## src/rtl/double_dabble.sv

```systemverilog
`default_nettype none
// ============================================================================
//  Module      : double_dabble
//  Description : Sequential binary-to-BCD converter (shift-and-add-3). Turns
//                an unsigned NUM_BITS value into four packed BCD digits, one
//                input bit per clock, and pulses a valid strobe on completion.
//  Revision    : 1.0 - initial release
// ============================================================================
module double_dabble #(
  parameter int NUM_BITS = 14
) (
  input  logic                clk,
  input  logic                reset,
  input  logic [NUM_BITS-1:0] binary_in,
  input  logic                binary_in_valid,
  output logic [15:0]         packed_bcd_out,
  output logic                packed_bcd_out_valid
);

  // Digits needed to hold 2^NUM_BITS-1 without overflow: ceil(N*log10(2)),
  // never fewer than the four digits presented on the output.
  localparam int c_digits_raw = (NUM_BITS * 30103 + 99999) / 100000;
  localparam int c_num_digits = (c_digits_raw < 4) ? 4 : c_digits_raw;
  localparam int c_bcd_w      = 4 * c_num_digits;
  localparam int c_cat_w      = c_bcd_w + NUM_BITS;
  localparam int c_cnt_w      = $clog2(NUM_BITS + 1);
  localparam logic [c_cnt_w-1:0] c_count_init = c_cnt_w'(NUM_BITS);
  localparam logic [c_cnt_w-1:0] c_count_last = c_cnt_w'(1);

  typedef enum logic [1:0] {
    S_IDLE  = 2'd0,
    S_SHIFT = 2'd1,
    S_DONE  = 2'd2
  } state_t;

  state_t               r_state;
  state_t               w_next_state;
  logic [NUM_BITS-1:0]  r_shift;
  logic [c_bcd_w-1:0]   r_scratch;
  logic [c_cnt_w-1:0]   r_count;
  logic [15:0]          r_bcd_out;
  logic                 r_bcd_valid;
  logic [c_bcd_w-1:0]   w_adj;
  logic [c_cat_w-1:0]   w_shifted;

  // Add-3 correction on every scratch digit that would exceed 9 once doubled
  genvar gi;
  generate
    for (gi = 0; gi < c_num_digits; gi++) begin : g_digit
      assign w_adj[4*gi +: 4] = (r_scratch[4*gi +: 4] >= 4'd5)
                              ? (r_scratch[4*gi +: 4] + 4'd3)
                              : r_scratch[4*gi +: 4];
    end
  endgenerate

  // Corrected scratch and binary shift register move left as one word
  assign w_shifted = {w_adj, r_shift} << 1;

  // State register
  always_ff @(posedge clk) begin
    if (reset) r_state <= S_IDLE;
    else       r_state <= w_next_state;
  end

  // Next-state logic: one SHIFT cycle per input bit, then a single DONE cycle
  always_comb begin
    w_next_state = r_state;
    case (r_state)
      S_IDLE:  if (binary_in_valid) w_next_state = S_SHIFT;
      S_SHIFT: if (r_count == c_count_last) w_next_state = S_DONE;
      S_DONE:  w_next_state = S_IDLE;
      default: w_next_state = S_IDLE;
    endcase
  end

  // Datapath: load on start, shift while busy, publish low four digits at DONE
  always_ff @(posedge clk) begin
    if (reset) begin
      r_shift     <= '0;
      r_scratch   <= '0;
      r_count     <= '0;
      r_bcd_out   <= 16'h0000;
      r_bcd_valid <= 1'b0;
    end else begin
      r_bcd_valid <= 1'b0;
      case (r_state)
        S_IDLE: begin
          if (binary_in_valid) begin
            r_shift   <= binary_in;
            r_scratch <= '0;
            r_count   <= c_count_init;
          end
        end
        S_SHIFT: begin
          r_scratch <= w_shifted[c_cat_w-1:NUM_BITS];
          r_shift   <= w_shifted[NUM_BITS-1:0];
          r_count   <= r_count - c_count_last;
        end
        S_DONE: begin
          r_bcd_out   <= r_scratch[15:0];
          r_bcd_valid <= 1'b1;
        end
        default: ;
      endcase
    end
  end

  assign packed_bcd_out       = r_bcd_out;
  assign packed_bcd_out_valid = r_bcd_valid;

endmodule
`default_nettype wire

```

## config.mk

```make
export PLATFORM = sky130hd
export DESIGN_NAME = double_dabble
export DESIGN_NICKNAME = d
export VERILOG_FILES = /design/src/rtl/double_dabble.sv
export SDC_FILE = /design/constraint.sdc
export NUM_CORES = 1
export LEC_CHECK = 0
export ABC_AREA = 1
export BUFFER_PORTS_ARGS = -buffer_cell sky130_fd_sc_hd__buf_4
export CORE_ASPECT_RATIO = 0.8
export CORE_MARGIN = 2
export CORE_UTILIZATION = 59
export CTS_BUF_LIST = sky130_fd_sc_hd__clkbuf_4 sky130_fd_sc_hd__clkbuf_8
export CTS_CLUSTER_DIAMETER = 40
export DETAILED_ROUTE_END_ITERATION = 7
export PLACE_DENSITY = 0.79
export RECOVER_POWER = 25
export SYNTH_ARGS = -nofsm -noshare
export SYNTH_HDL_FRONTEND = slang
export SYNTH_SLANG_ARGS = --single-unit
```

## constraint.sdc

```tcl
create_clock -name clk -period 1.37 [get_ports clk]
set_input_delay 0.2055 -clock clk [delete_from_list [all_inputs] [get_ports clk]]
set_output_delay 0.2055 -clock clk [all_outputs]
set_load 0.1 [all_outputs]
```

==> results by stage, run 1 <==
Outcome:
- The run finished with clean final reports.

Setup path:
- The combined buffer and inverter count along the critical path is 2.
- The worst register-to-register path has a depth of 9.
- The critical path goes through inv_2 > ha_1 > inv_1 > nand2_1 > nand3_2 > nand2_1 > nor2_1 > nor2_1 > nor2_1.
- In this run the critical register-to-register path is launched from r_scratch[4].
- The sort of element at the start of the critical path is a register.
- The largest individual stage delay along the critical path comes from the cell sky130_fd_sc_hd__dfxtp_4.
- The endpoint required time on the critical path is 1.56 ns.
- The reg-to-reg setup timing slack is 0.13 ns.
- For this run, the slowest stage of the critical path takes 0.37 ns.
- By startpoint and endpoint, the worst setup path is classified as register to register.
- In this run the worst path has a maximum fanout of 5.
- The critical path runs through a total of 9 cells.
- For the worst setup path, the data arrival time is 1.43 ns.
- The worst register-to-register path ends at r_scratch[8].
- Among cell families on the critical path, the largest total delay comes from simple AND/OR/NAND/NOR gates.
- The kind of end point of the critical path is a register.
- The most numerous cell type found on the critical path is sky130_fd_sc_hd__nor2_1.

Final layout:
- The library cells used most frequently in the layout, excluding fill and tap cells, are sky130_fd_sc_hd__nand2_1, sky130_fd_sc_hd__dfxtp_1, sky130_fd_sc_hd__a21oi_1, sky130_fd_sc_hd__buf_4, sky130_fd_sc_hd__o21ai_1.
- For this run, the post-layout net count is 381.
- The layout-stage area growth over the synthesis result is 18.6%.
- The number of antenna diodes in the final layout is 0.
- The number of filler instances in the final layout is 310.
- The post-route core utilization is 73.7%.
- Leaving out fill and tap cells, the most frequent cell in the layout is sky130_fd_sc_hd__nand2_1.
- In the final layout, the share of cells above drive strength 1 is 20.1%.

Drt:
- Summed over all layers, the routed wires come to 4990 um.
- After the first detailed-routing iteration, the DRC count stood at 127.
- The first TritonRoute pass finished after 4 iterations.
- After detailed routing, the number of remaining DRC violations is 0.
- Once detail routing completed, the nets flagged for antenna violations numbered 0.
- The routed length per instance is 12.2 um.
- The via count is 2,189.
- Dividing the detail-routed via count by the number of cells gives 5.35.

Timing:
- The slew of the pin with the lowest slew margin is 0.476 ns.
- The sum of negative setup slack is 0 ns.
- The total count of max-transition violations in the final report is 0.
- The fraction of the cycle the final worst path needs is 90.2%.
- The final number of setup-violating endpoints is 0.
- Headroom to the max-slew limit came out at 68.2%.
- For the final database, setup skew stands at 0.00622 ns.
- Setup repair after global routing could not meet its margin everywhere.
- Derived from the worst setup path, the maximum achievable clock frequency is 809 MHz.
- The time the final worst path needs with I/O delays and setup is 1.24 ns.
- The final count of hold timing violations is 0.

GRT:
- The number of antenna violations at the first check in global routing is 0.
- The met2 demand-to-capacity share in global routing is 37.0%.
- The global routing stage identified its most utilized layer as met2.
- The number of global-route vias before repair is 1,895.
- The overall overflow remaining after global route is 0.
- The combined global-route utilization of all metal layers is 23.2%.
- The met1 capacity usage during global routing is 31.0%.
- Global routing used 4.49% of the available met3 tracks.
- The maximum number of pins on one net before global-route repair is 33.
- The first global-routing pass estimated 8130 um of wire.

Clock tree:
- The clock tree from TritonCTS is done.
- The sink count of the clock tree is 53.
- The library cell used as clock root buffer is sky130_fd_sc_hd__clkbuf_8.
- The number of clock buffers added by TritonCTS is 5.
- The number of buffers inserted to repair setup after CTS is 0.
- The clock network latency to the later pin of the worst-skew pair is 0.30 ns.
- The clock passes through at most 2 buffers.
- The clock slew seen by the registers of the worst setup and hold paths is 0.09 ns.
- The clock tree synthesis step divided the H-tree into 2 levels.

Floorplanning:
- The height of the chip is 60.8 um.
- The total I/O pin count is 34.
- The width of the chip is 75.0 um.
- The die covers 4560 um^2.
- The initial core utilization is 62.2%.
- The core footprint is 3830 um^2.
- Row generation in the floorplan step produced 20 rows.

Synth:
- The number of nets in the synthesized netlist is 349.
- The average footprint of a synthesized cell is 7.39 um^2.
- The area of the mapped netlist is 2380 um^2.
- The gate count after technology mapping is 322.
- The count of yosys warnings during synthesis is 0.
- The sequential fraction of the synthesis area is 44.6%.
- Counting distinct cell types in the post-synthesis netlist gives 21.
- After synthesis the netlist holds a flip-flop and latch count of 53.

Flow run:
- The total of max-cap violations is 0.

Power and ir drop:
- Dividing total power by cell area gives a power density of 1070 nW/um^2.
- The maximum ir drop on the vdd rail is 0.000858 V.
- Summed over all cells, the static leakage comes to 1.23 nW.

Min path:
- The number of cells on the worst hold path is 3.
- The worst hold path endpoint is r_shift[0].
- The min-delay analysis places its worst path in the category input port to register.
- In this run the most critical hold path is launched from binary_in[0].

Placement:
- Port buffering added 33 buffers.
- The half-perimeter wire length of the detailed placement result is 3190 um.
- At the end of routability-driven placement, the weighted congestion stood at 0.899.
-- worst min-delay path: cells and delay by family --
family	cells	cell delay (ns)
buffers and inverters	1	0.11
AOI/OAI and AO/OA	1	0.05
and+or+nand+nor	1	0.07
-- worst max-delay path by stage --
stage / start / endpoint
2_1_floorplan: packed_bcd_out[0] / packed_bcd_out[0]
3_3_place_gp: r_scratch[0] / r_scratch[4]
3_5_place_dp: r_scratch[0] / r_scratch[2]
4_1_cts: r_scratch[0] / r_scratch[4]
5_1_grt: r_scratch[4] / r_scratch[6]
6_report: r_scratch[4] / r_scratch[8]
-- cells by family (layout without fill, tap and decap cells) --
group	after synthesis	after routing	share of synthesized area (%)
buffers and inverters	45	77	8.20
adder cells (fa/ha/maj)	10	10	5.26
flip-flops	53	53	44.6
AO/OA/AOI/OAI	97	97	21.1
AND/OR/NAND/NOR	117	117	20.9
-- flip-flops by register name, indices dropped and copies added, names as in the netlist --
register / cells
packed_bcd_out_valid: 1
r_scratch: 16
r_state: 2
packed_bcd_out: 16
r_shift: 14
r_count: 4
-- report_power, final --
group / switching (mW) / internal, mW / leakage, nW
clock network: 0.484 / 0.531 / 0.0540
logic: 0.227 / 0.137 / 0.739
registers: 0.0379 / 1.60 / 0.435
-- cell type report --
| type | instances | area (um^2) | area share [%] |
|---|---|---|---|
| Multi-Input combinational cell | 224 | 1140 | 40.4 |
| Sequential cell | 53 | 1070 | 37.9 |
| Timing Repair Buffer | 41 | 330 | 11.7 |
| Inverter | 29 | 109 | 3.86 |
| Clock buffer | 5 | 68.8 | 2.44 |
| Tap cell | 55 | 68.8 | 2.44 |
| Clock inverter | 2 | 35.0 | 1.24 |
-- what timing repair did --
action | in CTS | in global routing
endpoints found under the setup margin | 0 | 8
resized for setup | 0 | 14
hold buffers | 0 | 0
-- per-layer routing --
layer | vias to the layer above | part of all wire, %
li1 | 1143 | -
met1 | 969 | 49
met2 | 69 | 45
met3 | 8 | 5.2
met4 | 0 | 1.4
met5 | - | 0
-- synthesized netlist by cell type --
cell type	count	area, um^2
sky130_fd_sc_hd__a22oi_1	1	7.51
sky130_fd_sc_hd__o21ai_1	36	180
sky130_fd_sc_hd__a211oi_2	1	12.5
sky130_fd_sc_hd__inv_2	7	26.3
sky130_fd_sc_hd__nor3_1	2	10.0
sky130_fd_sc_hd__buf_6	1	11.3
sky130_fd_sc_hd__o211ai_1	1	7.51
sky130_fd_sc_hd__clkbuf_1	6	22.5
sky130_fd_sc_hd__nand2_2	2	12.5
sky130_fd_sc_hd__o21ai_0	13	65.1
sky130_fd_sc_hd__nand2_1	63	236
sky130_fd_sc_hd__a21oi_1	44	220
sky130_fd_sc_hd__nand4_1	8	50.1
sky130_fd_sc_hd__dfxtp_1	53	1060
sky130_fd_sc_hd__nor2_1	18	67.6
sky130_fd_sc_hd__inv_1	22	82.6
sky130_fd_sc_hd__buf_2	6	30.0
sky130_fd_sc_hd__o21ai_2	1	8.76
sky130_fd_sc_hd__ha_1	10	125
sky130_fd_sc_hd__nand3_1	24	120
sky130_fd_sc_hd__buf_4	3	22.5
-- through the flow --
step | power, mW | worst slack [ns] | instances | cell area, um^2 | hold WS [ns]
floorplan | 1.93 | 0.105 | 322 | 2380 | 0.278
global placement | 2.03 | 0.130 | 402 | 2700 | 0.452
detailed placement | 2.04 | 0.0753 | 402 | 2700 | 0.451
CTS | 3.05 | 0.0514 | 409 | 2800 | 0.167
global route | 3.15 | 0.000594 | 409 | 2820 | 0.177
finish | 3.02 | 0.135 | 409 | 2820 | 0.169
(Power assumes the default switching activity.)
==> inputs of run 2 (changes only) <==
PLACE_DENSITY = 0.82   (was 0.79)
==> run 2 against run 1 <==
Die area unchanged. Sequential share of layout area down 0.11 points. Non-clock buffer count up 2. Critical endpoint is now packed_bcd_out[10]. Critical path type unchanged.
==> results by stage, run 2 (synthesis results as in run 1) <==
Timing:
- The highest clock rate is 796 MHz (was 809 MHz).
- The total count of max-transition violations in the final report came to 0 (unchanged).
- The sum of negative setup slack is 0 ns (unchanged).
- The final number of setup-violating endpoints is 0 (unchanged).
- The fraction of the cycle the final worst path needs was 91.7% (was 90.2%).
- The clock skew after layout is 0.00836 ns (was 0.00622 ns).
- The slew of the pin with the lowest slew margin is 0.456 ns (was 0.476 ns).
- The relative slew slack is 69.5% (was 68.2%).
- Unrepaired setup endpoints after global routing: no (was yes).
- The time the final worst path needs with I/O delays and setup was 1.26 ns (was 1.24 ns).
- The final count of hold timing violations is 0 (unchanged).

Clock tree:
- The number of clock buffers inserted by TritonCTS is 5 (unchanged).
- The clock slew seen by the registers of the worst setup and hold paths is 0.09 ns (about the same).
- The clock network latency to the later pin of the worst-skew pair is 0.31 ns (was 0.30 ns).
- The library cell used as clock root buffer is sky130_fd_sc_hd__clkbuf_8 (unchanged).
- The CTS H-tree depth was 2 (unchanged).
- The clock tree from TritonCTS is done (unchanged).
- The maximum clock insertion buffer count was 2 (unchanged).
- The sink count of the clock tree was 53 (unchanged).
- The hold buffer count at cts is 0 (unchanged).

Floorplanning:
- The overall die area is 4560 um^2 (unchanged).
- The core footprint is 3830 um^2 (unchanged).
- The total I/O pin count is 34 (unchanged).
- The initial core utilization is 62.2% (unchanged).
- The number of standard-cell rows in the floorplan is 20 (unchanged).
- The height of the chip was 60.8 um (unchanged).
- The width of the chip is 75.0 um (unchanged).

Drt:
- The length of the first detailed-routing pass in iterations was 4 (unchanged).
- The via count came to 2,238 (was 2,189).
- The detailed-route wire length came to 5030 um (was 4990 um).
- The post-detailed-route count of antenna-violating nets is 0 (unchanged).
- The detailed router's first-iteration violation count is 147 (was 127).
- The remaining design rule violation count is 0 (unchanged).
- The per-cell via count in the routed design is 5.43 (was 5.35).
- The routed length per instance came to 12.2 um (about the same).

Power and ir drop:
- The leakage power is 1.23 nW (about the same).
- The combinational fraction of design power is 11.6% (was 12.1%).
- The fraction of power spent switching nets is 25.0% (was 24.8%).
- The design internal power was 2.33 mW (was 2.27 mW).
- The net switching power is 0.776 mW (was 0.748 mW).
- The share of total power in the clock network is 35.6% (was 33.6%).
- The maximum ir drop on the vdd rail was 0.000858 V (about the same).
- The cell area power density is 1100 nW/um^2 (was 1070 nW/um^2).
- The sequential share of power is 52.8% (was 54.3%).

Final layout:
- The layout-stage area growth over the synthesis result was 18.7% (was 18.6%).
- The fraction of final layout cells sized beyond drive strength 1 came to 19.9% (was 20.1%).
- The net count reported at finish is 383 (was 381).
- The post-route cell area is 2820 um^2 (about the same).
- The count of placed standard cells in the final layout, fillers left out is 412 (was 409).
- The most common library cell in the layout ignoring fill and taps is sky130_fd_sc_hd__nand2_1 (unchanged).
- Most frequent cells in the layout: sky130_fd_sc_hd__nand2_1, sky130_fd_sc_hd__dfxtp_1, sky130_fd_sc_hd__a21oi_1, sky130_fd_sc_hd__buf_4, sky130_fd_sc_hd__o21ai_1 (unchanged).
- The final antenna diode count is 0 (unchanged).

Min path:
- The worst min-delay path class is input port to register (unchanged).
- The worst hold path endpoint is r_shift[0] (unchanged).
- The worst min-delay path startpoint is binary_in[0] (unchanged).
- The number of cells on the worst hold path is 3 (unchanged).

GRT:
- The overall overflow remaining after global route is 0 (unchanged).
- The number of antenna violations at the first check in global routing was 0 (unchanged).
- The combined global-route utilization of all metal layers was 23.9% (was 23.2%).
- The number of global-route vias before repair was 1,955 (was 1,895).
- The maximum number of pins on one net before global-route repair was 32 (was 33).
- The first-pass GRT wire length came to 8200 um (was 8130 um).

Setup path:
- The combined buffer and inverter count along the critical path is 3 (was 2).
- The logic depth of the worst register-to-register path is 6 (was 9).
- The delay of the slowest cell on the worst path is 0.39 ns (was 0.37 ns).
- Worst-path cell chain: inv_1 > nand2_1 > inv_2 > clkbuf_4 > o21ai_0 > a21oi_1 (was inv_2 > ha_1 > inv_1 > nand2_1 > nand3_2 > nand2_1 > nor2_1 > nor2_1 > nor2_1).
- The worst setup path category is register to register (unchanged).
- The worst flop-to-flop path endpoint was packed_bcd_out[10] (was r_scratch[8]).
- The cell type of the slowest stage on the worst timing path is sky130_fd_sc_hd__dfxtp_1 (was sky130_fd_sc_hd__dfxtp_4).
- The startpoint of the most critical setup path is r_state[0] (was r_scratch[4]).
- The endpoint required time on the critical path is 1.56 ns (about the same).
- The arrival time of the worst setup path is 1.45 ns (was 1.43 ns).
- The sort of element at the start of the critical path is a register (unchanged).
- The reg-to-reg setup timing slack is 0.11 ns (was 0.13 ns).
- The top fanout value on the critical path was 31 (was 5).
- The launch point of the worst reg-to-reg path is r_state[0] (was r_scratch[4]).
- The cell type group with the largest total delay on the critical path is flip-flops (was simple AND/OR/NAND/NOR gates).
- The kind of end point of the critical path is a register (unchanged).

Flow run:
- The total of max-cap violations is 0 (unchanged).

Placement:
- The placer congestion estimate is 0.899 (about the same).
- The count of port buffers added during placement is 33 (unchanged).
- The half-perimeter wire length of the detailed placement result is 3370 um (was 3190 um).
- The cell area after placement came to 2690 um^2 (was 2700 um^2).
- The placed cell count came to 403 (was 402).

Outcome:
- Run status: complete, no violations (unchanged).
-- run 2: cell type report --
cell class,count,area (um^2)
Clock buffer,6,82.6
Tap cell,55,68.8
Fill cell,322,1000
Multi-Input combinational cell,224,1140
Sequential cell,53,1070
Timing Repair Buffer,43,320
Clock inverter,2,37.5
Inverter,29,109
-- run 2: metal layers --
layer,share of wire [%],track usage [%]
met2,45,38.3
met5,0,0
met3,4.4,5.48
met1,49,30.4
met4,1.6,12.2
-- run 2: worst max-delay path by stage --
stage,to,depth (start not counted)
2_1_floorplan,packed_bcd_out[0],2
3_5_place_dp,r_scratch[4],9
6_report,packed_bcd_out[10],6
5_1_grt,r_scratch[8],9
3_3_place_gp,r_scratch[4],9
4_1_cts,r_scratch[4],9
-- run 2: metrics by stage --
stage / worst slack (ns) / hold WS, ns / total power [mW] / utilization [%]
after global routing: 0.00438 / 0.170 / 3.23 / 73.8
after CTS: 0.0473 / 0.165 / 3.13 / 73.4
after detailed placement: 0.0642 / 0.456 / 2.04 / 70.3
after floorplan: 0.105 / 0.278 / 1.93 / -
after global placement: 0.120 / 0.450 / 2.03 / 70.3
final: 0.113 / 0.171 / 3.10 / 73.8
-- run 2: power by group through the flow --
stage	sequential (mW)	clock [mW]	combinational [mW]
floorplan	1.70	0	0.223
detailed placement	1.68	0	0.364
finish	1.64	1.11	0.360
CTS	1.64	1.13	0.365
global route	1.65	1.18	0.399
global placement	1.67	0	0.353
-- run 2: timing repair --
action,in CTS,in global routing
setup buffers,0,1
setup endpoints to repair,0,9
resized for setup,0,10
-- run 2: worst reg2reg max path: stages (launching register included) --
cell	delay, ns
sky130_fd_sc_hd__dfxtp_1	0.39
sky130_fd_sc_hd__inv_1	0.07
sky130_fd_sc_hd__nand2_1	0.12
sky130_fd_sc_hd__inv_2	0.03
sky130_fd_sc_hd__clkbuf_4	0.25
sky130_fd_sc_hd__o21ai_0	0.22
sky130_fd_sc_hd__a21oi_1	0.05
